## config.mk

```make
export PLATFORM = sky130hd
export DESIGN_NAME = dmem_router_1to8_flat
export DESIGN_NICKNAME = d
export VERILOG_FILES = /design/src/rtl/rv32i_bus_pkg.sv /design/src/rtl/dmem_router_1to8_if.sv /design/src/rtl/dmem_router_1to8_rsp_select.sv /design/src/rtl/dmem_router_1to8.sv /design/src/flat_wrapper.sv
export SDC_FILE = /design/constraint.sdc
export NUM_CORES = 1
export LEC_CHECK = 0
export BUFFER_PORTS_ARGS = -buffer_cell sky130_fd_sc_hd__buf_2
export CORE_AREA = 5 5 174 176
export DETAILED_ROUTE_END_ITERATION = 10
export DIE_AREA = 0 0 179 181
export PLACE_DENSITY = 0.47
export SYNTH_ARGS = -nofsm -noshare
export SYNTH_HDL_FRONTEND = slang
export SYNTH_HIERARCHICAL = 1
export SYNTH_SLANG_ARGS = --single-unit
```

## constraint.sdc

```tcl
create_clock -name clk -period 2.5 [get_ports clk]
set_input_delay 0.25 -clock clk [delete_from_list [all_inputs] [get_ports clk]]
set_output_delay 0.25 -clock clk [all_outputs]
set_load 0.05 [all_outputs]
```

## src/rtl/rv32i_bus_pkg.sv

```systemverilog
// Shared definitions for the RV32I data-memory bus slice.
// Contents:
//   - Router FSM state encoding (IDLE/REQ/RESP/ERR).
//   - Bus geometry: number of targets, region-select width, data/address/mask widths.
//   - sel_onehot(): converts a region select into a one-hot target vector.
package rv32i_bus_pkg;

  localparam int NUM_TGT = 8;
  localparam int SEL_W   = 3;
  localparam int ADDR_W  = 32;
  localparam int DATA_W  = 32;
  localparam int MASK_W  = 4;

  typedef enum logic [1:0] {
    IDLE = 2'd0,
    REQ  = 2'd1,
    RESP = 2'd2,
    ERR  = 2'd3
  } router_state_t;

  function automatic logic [NUM_TGT-1:0] sel_onehot(input logic [SEL_W-1:0] s);
    logic [NUM_TGT-1:0] r;
    r    = '0;
    r[s] = 1'b1;
    return r;
  endfunction

endpackage

```

## src/rtl/dmem_router_1to8_if.sv

```systemverilog
// Bundle of all request/response signals of the 1-to-8 data-memory router.
//
// Handshake semantics (applies to both the up_* and tgt_* request channels):
//   A request transfers on a rising clock edge where valid and ready are both
//   high. Once valid is raised it stays high, with its payload held stable,
//   until that transfer edge. Ready may change freely and never depends on
//   valid. Responses (rsp_valid, tgt_rvalid) are pulses with no back-pressure.
//
// Modports:
//   slave  - the router: accepts up_* requests, drives tgt_* requests,
//            receives tgt_r* responses, drives rsp_*.
//   master - the environment (core plus targets), mirror image of slave.
interface dmem_router_1to8_if;
  import rv32i_bus_pkg::*;

  // core-facing request / response
  logic                      up_valid;
  logic                      up_ready;
  logic [ADDR_W-1:0]         up_addr;
  logic                      up_we;
  logic [DATA_W-1:0]         up_wdata;
  logic [MASK_W-1:0]         up_wmask;
  logic                      rsp_valid;
  logic [DATA_W-1:0]         rsp_rdata;
  logic                      rsp_err;

  // target-facing request / response
  logic [NUM_TGT-1:0]        tgt_valid;
  logic [NUM_TGT-1:0]        tgt_ready;
  logic [ADDR_W-1:0]         tgt_addr;
  logic                      tgt_we;
  logic [DATA_W-1:0]         tgt_wdata;
  logic [MASK_W-1:0]         tgt_wmask;
  logic [NUM_TGT-1:0]        tgt_rvalid;
  logic [NUM_TGT*DATA_W-1:0] tgt_rdata;

  modport slave (
    input  up_valid, up_addr, up_we, up_wdata, up_wmask,
    input  tgt_ready, tgt_rvalid, tgt_rdata,
    output up_ready, rsp_valid, rsp_rdata, rsp_err,
    output tgt_valid, tgt_addr, tgt_we, tgt_wdata, tgt_wmask
  );

  modport master (
    output up_valid, up_addr, up_we, up_wdata, up_wmask,
    output tgt_ready, tgt_rvalid, tgt_rdata,
    input  up_ready, rsp_valid, rsp_rdata, rsp_err,
    input  tgt_valid, tgt_addr, tgt_we, tgt_wdata, tgt_wmask
  );

endinterface

```

## src/rtl/dmem_router_1to8_rsp_select.sv

```systemverilog
// dmem_rsp_select: combinational 8:1 selection of one target's response.
// Ports:
//   sel        in  region select of the outstanding transaction
//   tgt_rvalid in  per-target response valid
//   tgt_rdata  in  flattened per-target read data, target i at [32*i+31:32*i]
//   rvalid     out response valid of the selected target
//   rdata      out read data of the selected target
module dmem_rsp_select
  import rv32i_bus_pkg::*;
(
  input  logic [SEL_W-1:0]          sel,
  input  logic [NUM_TGT-1:0]        tgt_rvalid,
  input  logic [NUM_TGT*DATA_W-1:0] tgt_rdata,
  output logic                      rvalid,
  output logic [DATA_W-1:0]         rdata
);

  always_comb begin
    rvalid = tgt_rvalid[sel];
    rdata  = tgt_rdata[int'(sel)*DATA_W +: DATA_W];
  end

endmodule

```

## src/rtl/dmem_router_1to8.sv

```systemverilog
// dmem_router_1to8: routes one data-memory request from the MEM stage to one
// of eight targets, selected by addr[SEL_LSB+2:SEL_LSB], and returns that
// target's response. One transaction is outstanding at a time.
//
// Ports:
//   clk        in   rising-edge clock
//   rst        in   synchronous, active-high reset
//   bus        slave modport of dmem_router_1to8_if (up_*, rsp_*, tgt_*)
//   dbg_state  out  current FSM state, for observation only
//
// Parameters:
//   SEL_LSB         bit position of the 3-bit region select
//   MAP_MASK        bit i set = target i populated; others answer with rsp_err
//   TIMEOUT_CYCLES  response-wait limit (1..255), used with ROUTER_TIMEOUT_EN
//
// Optional feature (macro ROUTER_TIMEOUT_EN): an 8-bit counter bounds the
// RESP wait; on expiry the transaction ends with rsp_err. Without the macro
// RESP waits indefinitely and no counter exists.
module dmem_router_1to8
  import rv32i_bus_pkg::*;
#(
  parameter int             SEL_LSB        = 29,
  parameter logic [NUM_TGT-1:0] MAP_MASK   = 8'hFF,
  parameter int             TIMEOUT_CYCLES = 255
) (
  input  logic          clk,
  input  logic          rst,
  dmem_router_1to8_if.slave bus,
  output router_state_t dbg_state
);

  // Elaboration-time sanity checks on the configuration.
  if (SEL_LSB < 0 || SEL_LSB > ADDR_W - SEL_W) begin : g_bad_sel_lsb
    $error("SEL_LSB out of range");
  end
  if (TIMEOUT_CYCLES < 1 || TIMEOUT_CYCLES > 255) begin : g_bad_timeout
    $error("TIMEOUT_CYCLES must be in 1..255");
  end

  router_state_t      state;
  logic [SEL_W-1:0]   sel_q;
  logic [ADDR_W-1:0]  cap_addr;
  logic               cap_we;
  logic [DATA_W-1:0]  cap_wdata;
  logic [MASK_W-1:0]  cap_wmask;
  logic [NUM_TGT-1:0] tgt_valid_q;
  logic               rsp_valid_q;
  logic               rsp_err_q;
  logic [DATA_W-1:0]  rsp_rdata_q;

  logic [SEL_W-1:0]   up_sel;
  logic               sel_rvalid;
  logic [DATA_W-1:0]  sel_rdata;

`ifdef ROUTER_TIMEOUT_EN
  logic [7:0] wait_cnt;
  logic [7:0] wait_cnt_nxt;
  assign wait_cnt_nxt = wait_cnt + 8'd1;
`endif

  assign up_sel = bus.up_addr[SEL_LSB +: SEL_W];

  // Only the outstanding target's response is ever looked at; the selector
  // is driven by the captured sel, so stray rvalids elsewhere are invisible.
  dmem_rsp_select u_rsp_select (
    .sel        (sel_q),
    .tgt_rvalid (bus.tgt_rvalid),
    .tgt_rdata  (bus.tgt_rdata),
    .rvalid     (sel_rvalid),
    .rdata      (sel_rdata)
  );

  always_ff @(posedge clk) begin
    // rsp_valid is a one-cycle pulse: cleared every cycle unless set below.
    rsp_valid_q <= 1'b0;
    if (rst) begin
      state       <= IDLE;
      sel_q       <= '0;
      cap_addr    <= '0;
      cap_we      <= 1'b0;
      cap_wdata   <= '0;
      cap_wmask   <= '0;
      tgt_valid_q <= '0;
      rsp_err_q   <= 1'b0;
      rsp_rdata_q <= '0;
`ifdef ROUTER_TIMEOUT_EN
      wait_cnt    <= '0;
`endif
    end else begin
      case (state)
        IDLE: begin
          // up_ready is (state == IDLE), so up_valid alone is the accept.
          if (bus.up_valid) begin
            cap_addr  <= bus.up_addr;
            cap_we    <= bus.up_we;
            cap_wdata <= bus.up_wdata;
            cap_wmask <= bus.up_wmask;
            sel_q     <= up_sel;
            if (MAP_MASK[up_sel]) begin
              tgt_valid_q <= sel_onehot(up_sel);
              state       <= REQ;
            end else begin
              state <= ERR;
            end
          end
        end
        REQ: begin
          if (bus.tgt_ready[sel_q]) begin
            tgt_valid_q <= '0;
            state       <= RESP;
`ifdef ROUTER_TIMEOUT_EN
            wait_cnt    <= '0;
`endif
          end
        end
        RESP: begin
          if (sel_rvalid) begin
            rsp_valid_q <= 1'b1;
            rsp_err_q   <= 1'b0;
            rsp_rdata_q <= cap_we ? '0 : sel_rdata;
            state       <= IDLE;
          end
`ifdef ROUTER_TIMEOUT_EN
          // Give up once the count of empty RESP cycles reaches the limit;
          // anything the target sends afterwards lands in IDLE and is dropped.
          else if (wait_cnt_nxt == 8'(TIMEOUT_CYCLES)) begin
            state <= ERR;
          end else begin
            wait_cnt <= wait_cnt_nxt;
          end
`endif
        end
        ERR: begin
          rsp_valid_q <= 1'b1;
          rsp_err_q   <= 1'b1;
          rsp_rdata_q <= '0;
          state       <= IDLE;
        end
        default: state <= IDLE;
      endcase
    end
  end

  assign bus.up_ready  = (state == IDLE);
  assign bus.rsp_valid = rsp_valid_q;
  assign bus.rsp_err   = rsp_err_q;
  assign bus.rsp_rdata = rsp_rdata_q;
  assign bus.tgt_valid = tgt_valid_q;
  assign bus.tgt_addr  = cap_addr;
  assign bus.tgt_we    = cap_we;
  assign bus.tgt_wdata = cap_wdata;
  assign bus.tgt_wmask = cap_wmask;
  assign dbg_state     = state;

endmodule

```

## src/flat_wrapper.sv

```systemverilog
// flat-port wrapper written by rule: the top's interface ports become plain ports
module dmem_router_1to8_flat import rv32i_bus_pkg::*;
#(
  parameter int             SEL_LSB        = 29,
  parameter logic [NUM_TGT-1:0] MAP_MASK   = 8'hFF,
  parameter int             TIMEOUT_CYCLES = 255
)
  (clk, rst, dbg_state, bus_up_valid, bus_up_addr, bus_up_we, bus_up_wdata, bus_up_wmask, bus_tgt_ready, bus_tgt_rvalid, bus_tgt_rdata, bus_up_ready, bus_rsp_valid, bus_rsp_rdata, bus_rsp_err, bus_tgt_valid, bus_tgt_addr, bus_tgt_we, bus_tgt_wdata, bus_tgt_wmask);
  dmem_router_1to8_if bus_i ();
  input  logic clk;
  input  logic rst;
  output router_state_t dbg_state;
  input wire logic [$bits(bus_i.up_valid)-1:0] bus_up_valid;
  input wire logic [$bits(bus_i.up_addr)-1:0] bus_up_addr;
  input wire logic [$bits(bus_i.up_we)-1:0] bus_up_we;
  input wire logic [$bits(bus_i.up_wdata)-1:0] bus_up_wdata;
  input wire logic [$bits(bus_i.up_wmask)-1:0] bus_up_wmask;
  input wire logic [$bits(bus_i.tgt_ready)-1:0] bus_tgt_ready;
  input wire logic [$bits(bus_i.tgt_rvalid)-1:0] bus_tgt_rvalid;
  input wire logic [$bits(bus_i.tgt_rdata)-1:0] bus_tgt_rdata;
  output wire logic [$bits(bus_i.up_ready)-1:0] bus_up_ready;
  output wire logic [$bits(bus_i.rsp_valid)-1:0] bus_rsp_valid;
  output wire logic [$bits(bus_i.rsp_rdata)-1:0] bus_rsp_rdata;
  output wire logic [$bits(bus_i.rsp_err)-1:0] bus_rsp_err;
  output wire logic [$bits(bus_i.tgt_valid)-1:0] bus_tgt_valid;
  output wire logic [$bits(bus_i.tgt_addr)-1:0] bus_tgt_addr;
  output wire logic [$bits(bus_i.tgt_we)-1:0] bus_tgt_we;
  output wire logic [$bits(bus_i.tgt_wdata)-1:0] bus_tgt_wdata;
  output wire logic [$bits(bus_i.tgt_wmask)-1:0] bus_tgt_wmask;
  assign bus_i.up_valid = bus_up_valid;
  assign bus_i.up_addr = bus_up_addr;
  assign bus_i.up_we = bus_up_we;
  assign bus_i.up_wdata = bus_up_wdata;
  assign bus_i.up_wmask = bus_up_wmask;
  assign bus_i.tgt_ready = bus_tgt_ready;
  assign bus_i.tgt_rvalid = bus_tgt_rvalid;
  assign bus_i.tgt_rdata = bus_tgt_rdata;
  assign bus_up_ready = bus_i.up_ready;
  assign bus_rsp_valid = bus_i.rsp_valid;
  assign bus_rsp_rdata = bus_i.rsp_rdata;
  assign bus_rsp_err = bus_i.rsp_err;
  assign bus_tgt_valid = bus_i.tgt_valid;
  assign bus_tgt_addr = bus_i.tgt_addr;
  assign bus_tgt_we = bus_i.tgt_we;
  assign bus_tgt_wdata = bus_i.tgt_wdata;
  assign bus_tgt_wmask = bus_i.tgt_wmask;
  dmem_router_1to8 #(.SEL_LSB(SEL_LSB), .MAP_MASK(MAP_MASK), .TIMEOUT_CYCLES(TIMEOUT_CYCLES)) u_core (.clk(clk), .rst(rst), .bus(bus_i), .dbg_state(dbg_state));
endmodule
```

==> reports/summary.md <==
Post-CTS timing repair inserted 0 buffers for setup. The clock net in this run drives a total of 113 sinks. TritonCTS built the clock tree. In this run, synthesis inferred 0 flip-flops with an integrated enable. For the clock insertion delay at the later pin of the skew report, the log shows 0.41 ns. The worst setup path is launched from a flop.

The hold path depth came out at 3. Walking the worst path, the cells encountered are mux4_1, mux2_2, nand3b_1, buf_4, nor3b_1, a21oi_1, nor2_1. The relative slew slack is 55.1%. The first detailed-routing pass ran for 4 iterations. Endpoint of the worst-slack reg-to-reg timing path: u_core/bus.rsp_rdata[9]$_SDFFE_PP0P_. CTS built an H-tree with a depth of 4.

Count of nets after finishing: 1395. For hold timing, the worst endpoint is u_core/bus.tgt_addr[13]$_SDFFE_PP0P_. The flip-flop cell with the highest count after synthesis is sky130_fd_sc_hd__dfxtp_1. Leakage dissipation: 4.30 nW.

The number of nets handed over by synthesis was 951. The fraction of registers with async set/reset is 0%, and the standard-cell row count is 62. The share of the synthesized area in the top cell type works out to 37.1%. The arrival time of the worst setup path is 2.48 ns. At the pin with the least slew margin, the transition time is 0.673 ns. The total of buffers placed on input and output ports came out at 457. After synthesis, flip-flops and latches occupy 37.1% of the total area. The synthesized design contains 113 register bits.

After detailed routing, the number of remaining DRC violations is 0. Setup slack closes at 0.299 ns. The tools report the kind of capture point of the worst setup path as a flop. Dividing the detail-routed wire length by the instance count gives 19.5 um. The tools report the number of buffers created by CTS as 17.

The post-synthesis cell type with the largest combined area was sky130_fd_sc_hd__dfxtp_1. The tools report the final hold violation count as 0. The tools report the wire length the detailed router placed on met1 as 11000 um. 458 I/O pins were placed.

The total die area was 32400 um2; the layout overhead on the synthesized area was 56.2%. Across all layers, the routed design uses 6606 vias. The setup slack after placement is 0.166 ns. The library cell used most frequently in the layout, excluding fill and tap cells, is sky130_fd_sc_hd__buf_2.

After detailed routing, the total wire length is 28400 um. The floorplan die width is 179 um. The multi-input combinational cells in the finished layout cover a total of 3580 um2.

In this design, the largest share of critical-path delay is due to multiplexers. Highest cell delay on the worst timing path: 0.57 ns. For the register-to-register setup slack, the log shows 0.30 ns. The die outline height works out to 181 um.

In the global route stage, overall resource usage came out at 16.4%. The flow ran to the end, and the final reports show no timing, DRC or antenna violations. The initial utilization of the core area, before any placement, comes to 21.4%. Derived from the worst setup path, the maximum achievable clock frequency is 0.454 GHz. In this run the deepest clock path goes through 2 buffers. The tools report the root buffer cell as sky130_fd_sc_hd__clkbuf_16. The placed wire-length estimate is 22900 um, and the synthesized area per cell is 10.0 um2.

Post-CTS repair changed the size of 0 cells. For this design, the slowest cell found on the critical path is sky130_fd_sc_hd__mux4_1. Setup violations remaining at the end of the flow were counted as 0.

The detail route stage leaves a number of antenna-violating nets equal to 0. The tools report the area occupied by registers as 2270 um2. Across the run, the number of max-cap violations was 0. The tools report the fill cell total of the finished layout as 3052. The tightest hold path in the finished design has a slack of 0.0702 ns.

Leaving out fill and tap cells, the most frequent cells in the layout are sky130_fd_sc_hd__buf_2 (456), sky130_fd_sc_hd__nand2_1 (149), sky130_fd_sc_hd__dfxtp_1 (110), sky130_fd_sc_hd__a21oi_1 (78), sky130_fd_sc_hd__mux4_2 (60). The synthesized netlist occupies a cell area of 6090 um2. The post-route netlist has 57.9% of its cells at a drive strength greater than 1. Buffers inserted to repair hold after CTS numbered 0. Setup repair after global routing left no endpoint under its margin. The detailed router used layers up to and including met5.

The wire length on met2 came out at 14500 um. Across the routed clock network, the largest skew measured is 0.0102 ns. The initial antenna violation count was 11. The core outline area is 28500 um2. Entering global routing, the biggest net connects 66 pins.

The setup path with the least slack is of type reg2reg. Detailed routing placed a total of 2490 um of wire on met3. The final global-route overflow total was 0.

The number of pins exceeding their max-slew limit in the final report is 0. The launch point of the worst reg-to-reg path was u_core/sel_q[0]$_SDFFE_PP0P_. The tools report the DRC marker count from the first detailed-route iteration as 248.

By area the synthesized netlist is led by sky130_fd_sc_hd__dfxtp_1 (37%), sky130_fd_sc_hd__mux4_2 (22%), sky130_fd_sc_hd__nand2_1 (9.2%). The Yosys warning count was 6. The worst path in the final design needs a cycle of 2.20 ns, including I/O delays and setup. After synthesis, the netlist uses 32 different library cells.

Synthesis produced a netlist whose cell count is 607. In this run the number of cells on the critical path is 7. For the worst flop-to-flop path, the logic depth is 7. The final worst-path cycle share is 88.0%. Path class of the lowest-slack min-delay path: in2reg.

Via count of the first global-routing pass: 6835. The number of buffers and inverters on the critical path is 1, and the total power divided by cell area is 664 nW/um2. The maximum fanout count along the critical path was 16; the largest vdd supply drop was 0.000360 V. The logs give 0 ns for the setup total negative slack and 2.78 ns for the worst endpoint required time. The run gives 40900 um as the first-pass GRT wire length.

The congestion estimate from routability-driven global placement came to 0.860. Clock-pin slew was measured on the worst setup and hold paths at 0.06 ns. In this run the most critical hold path is launched from bus_up_addr[13]. After detailed routing, the number of vias per cell comes to 4.54.
==> worst reg2reg max path: stages (launching register included) <==
cell                       delay [ns]
sky130_fd_sc_hd__dfxtp_4         0.47
sky130_fd_sc_hd__mux4_1          0.57
sky130_fd_sc_hd__mux2_2          0.33
sky130_fd_sc_hd__nand3b_1        0.17
sky130_fd_sc_hd__buf_4           0.25
sky130_fd_sc_hd__nor3b_1         0.10
sky130_fd_sc_hd__a21oi_1         0.14
sky130_fd_sc_hd__nor2_1          0.05
==> through the flow <==
stage	cells	utilization, %	total power [mW]	area, um2
after floorplan	607	-	3.08	6100
after global placement	1416	31.1	3.68	8850
after detailed placement	1416	31.1	3.68	8850
after CTS	1448	33.4	6.44	9500
after global routing	1455	33.4	6.62	9520
final	1456	33.4	6.32	9520
==> worst max path at each step <==
stage / start / end / slack (ns)
after detailed placement: u_core/sel_q[0]$_SDFFE_PP0P_ / u_core/bus.rsp_rdata[4]$_SDFFE_PP0P_ / 0.17
final: u_core/sel_q[0]$_SDFFE_PP0P_ / u_core/bus.rsp_rdata[9]$_SDFFE_PP0P_ / 0.30
after global routing: u_core/sel_q[0]$_SDFFE_PP0P_ / u_core/bus.rsp_rdata[14]$_SDFFE_PP0P_ / 0.15
after global placement: u_core/sel_q[0]$_SDFFE_PP0P_ / u_core/bus.rsp_rdata[4]$_SDFFE_PP0P_ / 0.21
after floorplan: u_core/sel_q[0]$_SDFFE_PP0P_ / u_core/bus.rsp_rdata[21]$_SDFFE_PP0P_ / 0.01
after CTS: u_core/sel_q[0]$_SDFFE_PP0P_ / u_core/bus.rsp_rdata[4]$_SDFFE_PP0P_ / 0.15
==> synthesized netlist by cell type (2+ instances only) <==
cell / count
sky130_fd_sc_hd__o21ai_1: 2
sky130_fd_sc_hd__mux4_2: 60
sky130_fd_sc_hd__and3_1: 2
sky130_fd_sc_hd__a32oi_1: 7
sky130_fd_sc_hd__a21oi_1: 78
sky130_fd_sc_hd__a32o_1: 2
sky130_fd_sc_hd__nor2_1: 34
sky130_fd_sc_hd__inv_1: 3
sky130_fd_sc_hd__buf_1: 3
sky130_fd_sc_hd__nor3b_1: 12
sky130_fd_sc_hd__clkbuf_1: 27
sky130_fd_sc_hd__mux2_2: 35
sky130_fd_sc_hd__a22oi_1: 24
sky130_fd_sc_hd__o21ai_0: 7
sky130_fd_sc_hd__nand2_1: 149
sky130_fd_sc_hd__buf_6: 5
sky130_fd_sc_hd__buf_2: 18
sky130_fd_sc_hd__nor2b_1: 8
sky130_fd_sc_hd__mux4_1: 6
sky130_fd_sc_hd__dfxtp_1: 113
==> layout make-up <==
cell class,count,share of cell area (%)
antenna,8,0.210
sequential,113,23.9
inverter,3,0.118
clock inverter,13,2.06
tap,384,5.05
timing repair buffer,478,26.4
clock buffer,19,4.76
multi-input combinational,438,37.6
==> layer usage <==
layer	up-vias	global-route usage, %
met3	29	5.16
met5	-	0
met4	4	5.71
li1	3121	-
met2	290	28.3
met1	3162	19.1
==> cell families (layout without fill, tap and decap cells) <==
family / count (synthesis) / after routing / share of synthesized area, %
AOI/OAI and AO/OA: 123 / 123 / 11.9
buffers and inverters: 56 / 513 / 4.43
DFF: 113 / 113 / 37.1
muxes: 102 / 102 / 31.4
other: 0 / 8 / 0
and+or+nand+nor: 213 / 213 / 15.1
==> report_power, final <==
part           internal (mW)  leakage (nW)  switching [mW]  total [mW]
clock network           1.74         0.311           0.952        2.69
logic                  0.689          3.06           0.959        1.65
registers               1.91         0.924          0.0739        1.98
==> sequential cells by signal (all words and copies together), names as in the netlist, 2 cells and up <==
signal	count
u_core/bus.tgt_valid	8
u_core/sel_q	2
u_core/bus.tgt_wmask	4
u_core/dbg_state	2
u_core/bus.tgt_addr	30
u_core/bus.rsp_rdata	32
u_core/bus.tgt_wdata	32
Note: power is estimated with default switching activity, not from simulation.
